$ cat src/rtl/hg_pkg.sv
// Shared types and constants for the electronic hourglass core.
package hg_pkg;

    typedef enum logic [1:0] {
        ST_IDLE   = 2'd0,
        ST_RUN    = 2'd1,
        ST_PAUSED = 2'd2,
        ST_DONE   = 2'd3
    } hg_state_e;

    localparam int HG_GRAINS     = 60;
    localparam int HG_BEEP_TICKS = 4;

    // Strobe priority within a single cycle, 0 = highest. A losing tick is dropped.
    localparam int PRIO_FLIP  = 0;
    localparam int PRIO_PAUSE = 1;
    localparam int PRIO_TICK  = 2;
    localparam int PRIO_START = 3;

endpackage

$ cat src/rtl/hg_edge_sync.sv
// Two-flop synchronizer for an asynchronous level, plus a one-cycle rising-edge strobe.
module hg_edge_sync (
    input  logic clk,
    input  logic rst,
    input  logic d,
    output logic level,
    output logic rise
);

    logic s1_reg;
    logic s2_reg;
    logic prev_reg;

    always_ff @(posedge clk or negedge rst) begin
        if (!rst) begin
            s1_reg   <= 1'b0;
            s2_reg   <= 1'b0;
            prev_reg <= 1'b0;
        end else begin
            s1_reg   <= d;
            s2_reg   <= s1_reg;
            prev_reg <= s2_reg;
        end
    end

    assign level = s2_reg;
    assign rise  = s2_reg & ~prev_reg;

endmodule

$ cat src/rtl/hourglass_core.sv
// Hourglass sand-transfer model: one grain moves top->bottom per synchronized tick edge.
// Optional end-of-run buzzer is built only when HG_BEEP_EN is defined.
import hg_pkg::*;

module hourglass_core #(
    parameter int GRAINS     = HG_GRAINS,
    parameter int CW         = 6,
    parameter int BEEP_TICKS = HG_BEEP_TICKS
) (
    input  logic          clk,
    input  logic          rst,
    input  logic          tick_in,
    input  logic          start,
    input  logic          flip,
    input  logic          pause,
    output logic [CW-1:0] top_cnt,
    output logic [CW-1:0] bot_cnt,
    output logic          running,
    output logic          done,
    output logic          beep
);

    logic tick_s, start_s, flip_s, pause_l;
    logic tick_lvl, start_lvl, flip_lvl, pause_rise;
    logic unused_sync;

    hg_edge_sync u_tick  (.clk(clk), .rst(rst), .d(tick_in), .level(tick_lvl),  .rise(tick_s));
    hg_edge_sync u_start (.clk(clk), .rst(rst), .d(start),   .level(start_lvl), .rise(start_s));
    hg_edge_sync u_flip  (.clk(clk), .rst(rst), .d(flip),    .level(flip_lvl),  .rise(flip_s));
    hg_edge_sync u_pause (.clk(clk), .rst(rst), .d(pause),   .level(pause_l),   .rise(pause_rise));

    assign unused_sync = ^{tick_lvl, start_lvl, flip_lvl, pause_rise};

    hg_state_e     state_reg, state_next;
    logic [CW-1:0] top_reg, top_next;
    logic [CW-1:0] bot_reg, bot_next;
    logic          running_reg, running_next;
    logic          done_reg, done_next;

    always_ff @(posedge clk or negedge rst) begin
        if (!rst) begin
            state_reg   <= ST_IDLE;
            top_reg     <= CW'(GRAINS);
            bot_reg     <= '0;
            running_reg <= 1'b0;
            done_reg    <= 1'b0;
        end else begin
            state_reg   <= state_next;
            top_reg     <= top_next;
            bot_reg     <= bot_next;
            running_reg <= running_next;
            done_reg    <= done_next;
        end
    end

    // A flip pre-empts everything else in the cycle, so it is resolved first.
    always_comb begin
        state_next = state_reg;
        top_next   = top_reg;
        bot_next   = bot_reg;
        if (flip_s) begin
            top_next = bot_reg;
            bot_next = top_reg;
            case (state_reg)
                ST_RUN, ST_PAUSED: if (bot_reg == '0) state_next = ST_DONE;
                ST_DONE:           state_next = (bot_reg != '0) ? ST_RUN : ST_DONE;
                default:           state_next = state_reg;
            endcase
        end else begin
            case (state_reg)
                ST_IDLE: if (start_s) state_next = ST_RUN;
                ST_RUN: begin
                    if (pause_l) begin
                        state_next = ST_PAUSED;
                    end else if (tick_s && top_reg != '0) begin
                        top_next = top_reg - CW'(1);
                        bot_next = bot_reg + CW'(1);
                        if (top_reg == CW'(1)) state_next = ST_DONE;
                    end
                end
                ST_PAUSED: if (!pause_l && start_s) state_next = ST_RUN;
                default:   state_next = state_reg;
            endcase
        end
    end

    // Only a run that drains by ticking announces completion; a flip into DONE stays silent.
    always_comb begin
        running_next = (state_next == ST_RUN);
        done_next    = (state_reg == ST_RUN) && (state_next == ST_DONE) && !flip_s;
    end

    assign top_cnt = top_reg;
    assign bot_cnt = bot_reg;
    assign running = running_reg;
    assign done    = done_reg;

`ifdef HG_BEEP_EN
    localparam int BW = $clog2(BEEP_TICKS + 1);

    logic [BW-1:0] bcnt_reg, bcnt_next;
    logic          beep_reg, beep_next;

    always_ff @(posedge clk or negedge rst) begin
        if (!rst) begin
            bcnt_reg <= '0;
            beep_reg <= 1'b0;
        end else begin
            bcnt_reg <= bcnt_next;
            beep_reg <= beep_next;
        end
    end

    always_comb begin
        bcnt_next = bcnt_reg;
        beep_next = beep_reg;
        if (flip_s) begin
            beep_next = 1'b0;
        end else if (done_next) begin
            beep_next = 1'b1;
            bcnt_next = '0;
        end else if (beep_reg && tick_s) begin
            bcnt_next = bcnt_reg + BW'(1);
            if (bcnt_reg == BW'(BEEP_TICKS - 1)) beep_next = 1'b0;
        end
    end

    assign beep = beep_reg;
`else
    logic [31:0] unused_beep_ticks;
    assign unused_beep_ticks = BEEP_TICKS;
    assign beep = 1'b0;
`endif

endmodule

$ cat config.mk
export PLATFORM = sky130hd
export DESIGN_NAME = hourglass_core
export DESIGN_NICKNAME = d
export VERILOG_FILES = /design/src/rtl/hg_pkg.sv /design/src/rtl/hg_edge_sync.sv /design/src/rtl/hourglass_core.sv
export SDC_FILE = /design/constraint.sdc
export NUM_CORES = 1
export LEC_CHECK = 0
export CORE_AREA = 4 4 57 59
export DETAILED_ROUTE_END_ITERATION = 12
export DIE_AREA = 0 0 61 63
export PLACE_DENSITY = 0.84
export RECOVER_POWER = 25
export SYNTH_ARGS = -nofsm -noshare
export SYNTH_HDL_FRONTEND = slang
export SYNTH_HIERARCHICAL = 1
export SYNTH_SLANG_ARGS = --single-unit
export TNS_END_PERCENT = 20
$ cat constraint.sdc
create_clock -name clk -period 2.2 [get_ports clk]
set_input_delay 0.66 -clock clk [delete_from_list [all_inputs] [get_ports clk]]
set_output_delay 0.66 -clock clk [all_outputs]
set_load 0.005 [all_outputs]
* Word level (Yosys, flattened, before mapping)
Cells that the tools add are included.
Word-level totals: logic and storage cells 63, register bits after elaboration 27, output and inout bits 15, bits of input ports 6
Cells by class: add/sub/neg operators 2, equal/unequal tests 7, bitwise gates (word level) 6, reductions and logical operators 14, muxes and demuxes 18
Operators by type and width (count):
- 6-bit two-way mux | 8
- 2-bit two-way mux | 8
- 6-bit nonzero test | 2
- 6-bit by 1-bit adder with 6-bit output (second input constant) | 1
- 2-bit equality test (second input constant) | 3
- 6-bit by 1-bit equality test with 1-bit output (second input constant) | 1
- 6-bit zero test | 1
- 2-bit case mux with 3 select lines | 1
- 6-bit by 1-bit subtractor with 6-bit output (second input constant) | 1
- 2-bit by 1-bit equality test with 1-bit output (second input constant) | 2
- 1-bit logical AND | 4
- 2-bit case mux with 2 select lines | 1
- 2-bit nonzero test | 2
- 1-bit bitwise AND | 3
- 1-bit NOT | 3
- 3-bit AND reduction | 1
- 1-bit zero test | 2
- 2-bit zero test | 1
- 2-bit inequality test (second input constant) | 1
- 2-bit OR reduction | 1

* Depth between registers and ports, before layout
Gate-level depths: netlist of run 1.
depth after elaboration 10, gate-level depth with buffers 8, gate-level depth less buffers 7

* Hierarchy
Netlist of run 1, hierarchy kept.
Modules (own cells, without submodules):
- hourglass_core | instances 1, area each 1062.3 µm², cells an instance 117, sequential area each 405.4 µm²
- hg_edge_sync | instances 4, area each 88.8 µm², cells an instance 4, sequential area each 75.1 µm²

* Worst setup path before layout of run 1
No wires, ideal clock.
path type reg2reg, from register state_reg[1], to register bot_reg[5] (netlist: bot_cnt[5]), cell stages (with the launch flop) 8, slack 0.541 ns, setup time 0.125 ns, buffers on the path 0, arrival time 1.535 ns, clock period less this slack 1.659 ns, data required time 2.075 ns, path through dfrtp_1 inv_1 ha_1 nand2b_1 a211oi_2 nand3_1 xnor2_1 mux2_2
On the way: cells in the longest elaborated chain, start to end 3
RTL lines:
- from (decl) | line hourglass_core.sv:34 | hg_state_e state_reg, state_next;
- from (signal assigned) | line hourglass_core.sv:48 | state_reg <= state_next;
- 2-bit by 1-bit equality test with 1-bit output | line hourglass_core.sv:70 | case (state_reg)
- 2-bit nonzero test (no source line)
- 3-bit AND reduction (no source line)
- to (signal assigned) | line hourglass_core.sv:50 | bot_reg <= bot_next;
- to (decl) | line hourglass_core.sv:36 | logic [CW-1:0] bot_reg, bot_next;
No other way between the ends. A chain may end at the register's enable or synchronous reset.

* Worst setup path after layout of run 1
from register top_reg[2] (netlist: top_cnt[2]), to output port top_cnt[2]
RTL lines:
- from (decl) | line hourglass_core.sv:35 | logic [CW-1:0] top_reg, top_next;
- from (signal assigned) | line hourglass_core.sv:43 | top_reg <= CW'(GRAINS);
- from (signal assigned) | line hourglass_core.sv:49 | top_reg <= top_next;
- to (decl) | line hourglass_core.sv:16 | output logic [CW-1:0] top_cnt,
No word-level cell between the ends.

==> results_dict.tcl, run 1 <==
set metrics [dict create \
    status "finished, final reports clean" \
    power_uw 1847 \
    cts.sinks 27 \
    regToRegStartpoint "state_reg[1]$_DFF_PN0_" \
    hp-start "u_start/s1_reg$_DFF_PN0_" \
    setup-tns-final_ns 0 \
    htreeDepth 1 \
    syn_to_final_growth_pct 17.33 \
    p_seq_frac 0.458 \
    critical_path.endpoint_type "primary output" \
    clock_power_share 0.111 \
    drtIter0Drc 14 \
    reg2regPathDepth 8 \
    crit_buf_inv 1 \
    worstHoldPathCells 0 \
    drt-wirelength-per-cell_um 14.13 \
    maxCapViolations 0 \
    cts_tree "yes" \
    dieArea_um2 3843 \
    switchingPower_uw 700.4 \
    powerDensity_nw_per_um2 1142 \
    firstDrtPassIters 4 \
    worstPathMaxFanout 6 \
    slowest_delay_ns 0.62 \
    rsz0062_at_grt "no" \
    p_leak_uw 0.0006878 \
    grt_pass1_vias 1061 \
    critical_path_class "flop to primary output" \
    cts-buffers-inserted 3 \
    synthCells 131 \
    clk_latency_ns 0.32 \
    numPortBuffers 19 \
    nets 167 \
    cp_cell_sequence "clkdlybuf4s50_1" \
    critical-path-top-delay-family "flip-flops" \
    dieWidth_um 61 \
    antennaDiodeCount 0 \
    post-cts-setup-buffers 0 \
    cts_buffer_depth 2 \
    yosysWarnings 6 \
    finalCritPeriodShare 0.9624 \
    grt_use_total 0.1569 \
    initial_core_util 0.5088 \
    slew_headroom 0.5761 \
    n_fill_cell 240 \
    crit_required_ns 1.54 \
    gp_congestion 0.8396 \
    cp.arrival_ns 1.46 \
    drive_gt1_frac 0.1258 \
    hold_violations 0 \
    grt_pass1_wl_mm 4.540 \
    drt_wl_total_mm 2.572 \
    antenna_found_initial 0 \
    period_minus_slack_ns 2.117 \
    clkTransAtPathRegs_ns 0.13 \
    rrSetupSlack_ns 0.22 \
    core_area_um2 2710 \
    ant_nets 0 \
    cts-hold-fix-buffers 0 \
    p_int_uw 1147 \
    grt_overflow 0 \
    grt_max_degree 28 \
    setup_viol 0 \
    num_vias 979 \
    combPwrFrac 0.430 \
    die_h_um 63 \
    syn_nets 146 \
    dp_hpwl_mm 1.991 \
    root_buffer "clkbuf_4" \
    max-vdd-ir-drop_mv 0.8149 \
    top_level_ports 21 \
    avgSynthCellArea_um2 10.53 \
    timing.fmax_mhz 472.3 \
    slew_viol_final 0 \
    rows 19 \
    syn_area_um2 1379 \
    drc 0 \
    sw_frac_of_total 0.3792 \
    crit_path_start_kind "flop" \
    worst_pin_slew_ns 0.6358 \
    r2r-end "bot_cnt[3]$_DFFE_PN0P_" \
    worstHoldEndpoint "u_start/level$_DFF_PN0_" \
    cts_resized 0 \
    skew_ns 0.001851 \
    slowest_stage "dfstp_2" \
    routed_via_density 5.379 \
    min_path_type "flop to flop" \
]
==> stage by stage <==
stage / util / setup slack (ns) / hold slack [ns] / std cells / cell area, um2
after detailed placement: 0.5882 / 0.2301 / 0.3347 / 178 / 1594
after floorplan: - / 0.5405 / 0.3312 / 131 / 1379
after global placement: 0.5882 / 0.3550 / 0.3324 / 178 / 1594
final: 0.5970 / 0.08273 / 0.3626 / 182 / 1618
after CTS: 0.5979 / 0.06511 / 0.3658 / 182 / 1620
after global routing: 0.5970 / 0.01921 / 0.3710 / 182 / 1618
==> cell type report <==
class                   count  area [um2]  area share
clock buffers               4       26.28     0.01624
inverters                   9       33.78     0.02088
multi-input cells          89       628.1      0.3882
flip-flops and latches     27       680.7      0.4207
well taps                  31       38.79     0.02398
repair buffers             22       210.2      0.1299
==> worst max path at each step <==
stage	slack, ns	depth (start not counted)	start	end
after floorplan	0.54	7	state_reg[1]$_DFF_PN0_	bot_cnt[5]$_DFFE_PN0P_
after global placement	0.36	7	state_reg[1]$_DFF_PN0_	bot_cnt[5]$_DFFE_PN0P_
after detailed placement	0.23	8	state_reg[1]$_DFF_PN0_	bot_cnt[3]$_DFFE_PN0P_
after CTS	0.07	1	top_cnt[2]$_DFFE_PN1P_	top_cnt[2]
after global routing	0.02	1	top_cnt[2]$_DFFE_PN1P_	top_cnt[2]
final	0.08	1	top_cnt[2]$_DFFE_PN1P_	top_cnt[2]
==> per-layer routing <==
| layer | GRT usage | up-vias | wire length (um) |
|---|---|---|---|
| met4 | 0.07859 | 0 | 25 |
| met2 | 0.2460 | 28 | 1317 |
| li1 | - | 477 | - |
| met5 | 0 | - | 0 |
| met3 | 0.04339 | 4 | 109 |
| met1 | 0.1922 | 470 | 1120 |
==> power by group through the flow <==
stage	Combinational (uW)	Sequential, uW	Clock, uW
finish	795	847	206
global route	897	877	235
CTS	809	847	215
detailed placement	801	856	0
global placement	754	845	0
floorplan	472	810	0
==> placed cells by master (no fill, tap or decap), types with 2 or more instances in the layout <==
cell type	instances
xnor2_1	4
o211ai_1	2
nor2_1	10
a21oi_1	4
nand4_1	2
buf_4	2
a211oi_2	2
nand2b_1	2
dlygate4sd3_1	5
clkdlybuf4s50_1	14
dfrtp_1	23
inv_1	9
o21ai_1	3
xor2_1	6
nand4b_1	2
nand3_1	2
dfstp_2	4
o21ai_0	11
nand2_1	14
nor2b_4	3
clkbuf_4	3
ha_1	9
Power figures use the tool's default switching activity.
==> run 2: changes to the inputs <==
PLACE_DENSITY = 0.76   (was 0.84)
SLEW_MARGIN = 20   (was not set)
==> run 2 against run 1 <==
Hold slack better by 0.0023 ns. Die area stayed put. Cell area stayed put. Clock skew is 0.0031 ns higher. Sequential share of layout area stayed put. Register-to-register slack better by 0.02 ns. Combinational power is 2% lower. Cell count stayed put. Setup slack better by 0.0030 ns. Critical endpoint unchanged. Count of clock-buffer cells in the layout stayed put. Critical path depth stayed put. Maximum frequency is 0.14% higher. Largest power group unchanged.
==> results_dict.tcl, run 2 (same netlist as run 1, synthesis figures left out) <==
set metrics [dict create \
    final_common_cell "dfrtp_1" \
    worst_slack_ns 0.08571 \
    routed_via_density 5.302 \
    drt_wl_total_mm 2.521 \
    timing.fmax_mhz 473.0 \
    worstPathMaxFanout 6 \
    drive_gt1_frac 0.1258 \
    drc 0 \
    critical_path_class "flop to primary output" \
    htreeDepth 1 \
    crit_required_ns 1.54 \
    initial_core_util 0.5088 \
    num_vias 965 \
    cts.sinks 27 \
    grt_max_degree 28 \
    maxCapViolations 0 \
    worstHoldPathCells 0 \
    numPortBuffers 19 \
    grt_overflow 0 \
    drtIter0Drc 36 \
    worstHoldEndpoint "u_flip/level$_DFF_PN0_" \
    grt_pass1_vias 991 \
    antennaDiodeCount 0 \
    period_minus_slack_ns 2.114 \
    rows 19 \
    dieArea_um2 3843 \
    crit_buf_inv 1 \
    critical_path.endpoint_type "primary output" \
    antenna_found_initial 0 \
    cts-buffers-inserted 3 \
    layout_common_cells "dfrtp_1 (23), nand2_1 (14), clkdlybuf4s50_1 (14)" \
    cts_resized 0 \
    root_buffer "clkbuf_4" \
    hold_violations 0 \
    drt-wirelength-per-cell_um 13.85 \
    reg2regPathDepth 8 \
    cts_tree "yes" \
    ant_nets 0 \
    r2r-end "bot_cnt[3]$_DFFE_PN0P_" \
    top_level_ports 21 \
    cts_buffer_depth 2 \
    die_h_um 63 \
    status "finished, final reports clean" \
    finalCritPeriodShare 0.9610 \
    rrSetupSlack_ns 0.24 \
    syn_to_final_growth_pct 17.33 \
    critical-path-top-delay-family "flip-flops" \
    final_util 0.5970 \
    worst_pin_slew_ns 0.6362 \
    post-cts-setup-buffers 0 \
    hold_ws_ns 0.3650 \
    cp_cell_sequence "clkdlybuf4s50_1" \
    slew_headroom 0.5759 \
    gp_congestion 0.8252 \
    slowest_stage "dfstp_2" \
    p_leak_uw 0.0006878 \
    min_path_type "flop to flop" \
    pre_cts_slack_ns 0.2547 \
    crit_path_start_kind "flop" \
    skew_ns 0.004999 \
    setup-tns-final_ns 0 \
    slew_viol_final 0 \
    clkTransAtPathRegs_ns 0.14 \
    grt_use_total 0.1449 \
    rsz0062_at_grt "no" \
    hp-start "u_flip/s1_reg$_DFF_PN0_" \
    max-vdd-ir-drop_mv 0.6772 \
    powerDensity_nw_per_um2 1135 \
    cp.arrival_ns 1.45 \
    core_area_um2 2710 \
    clk_latency_ns 0.31 \
    setup_viol 0 \
    dieWidth_um 61 \
    slowest_delay_ns 0.62 \
    power_uw 1836 \
    firstDrtPassIters 6 \
    cts-hold-fix-buffers 0 \
    dp_hpwl_mm 1.895 \
    grt_pass1_wl_mm 4.367 \
    nets 167 \
    regToRegStartpoint "state_reg[1]$_DFF_PN0_" \
]
## run 2: cell counts in the layout (fill, tap and decap cells not counted)
No cell type changed its count.
## run 2: how the worst max path moves through the flow
stage                      startpoint                endpoint  slack (ns)  cells past startpoint
4_1_cts        top_cnt[2]$_DFFE_PN1P_              top_cnt[2]        0.07                      1
5_1_grt        top_cnt[2]$_DFFE_PN1P_              top_cnt[2]        0.03                      1
3_5_place_dp   state_reg[1]$_DFF_PN0_  bot_cnt[3]$_DFFE_PN0P_        0.25                      8
3_3_place_gp   state_reg[1]$_DFF_PN0_  bot_cnt[4]$_DFFE_PN0P_        0.38                      8
2_1_floorplan  state_reg[1]$_DFF_PN0_  bot_cnt[5]$_DFFE_PN0P_        0.54                      7
6_report       top_cnt[2]$_DFFE_PN1P_              top_cnt[2]        0.09                      1
## run 2: cell type report
cell class	instances	area [um2]
fillers	233	1092
multi-input cells	89	628.1
inverters	9	33.78
flip-flops and latches	27	680.7
clock buffers	4	26.28
well taps	31	38.79
repair buffers	22	210.2
## run 2: through the flow
step,cells,cell area [um2]
2_1_floorplan,131,1379
3_3_place_gp,178,1594
3_5_place_dp,178,1594
4_1_cts,182,1620
5_1_grt,182,1618
6_report,182,1618
## run 2: per-layer routing
metal	track usage	up-vias	share of wire
met3	0.03306	2	0.047
met5	0	-	0
met1	0.1852	463	0.45
li1	-	473	-
met2	0.2393	27	0.49
met4	0.04065	0	0.0056
## run 2: power breakdown
part	switching, uW	leakage [uW]	total [uW]	internal (uW)
registers	200	0.000326	849	649
logic	355	0.000347	781	425
clock network	135	0.0000150	206	70.7
total	690	0.000688	1840	1150
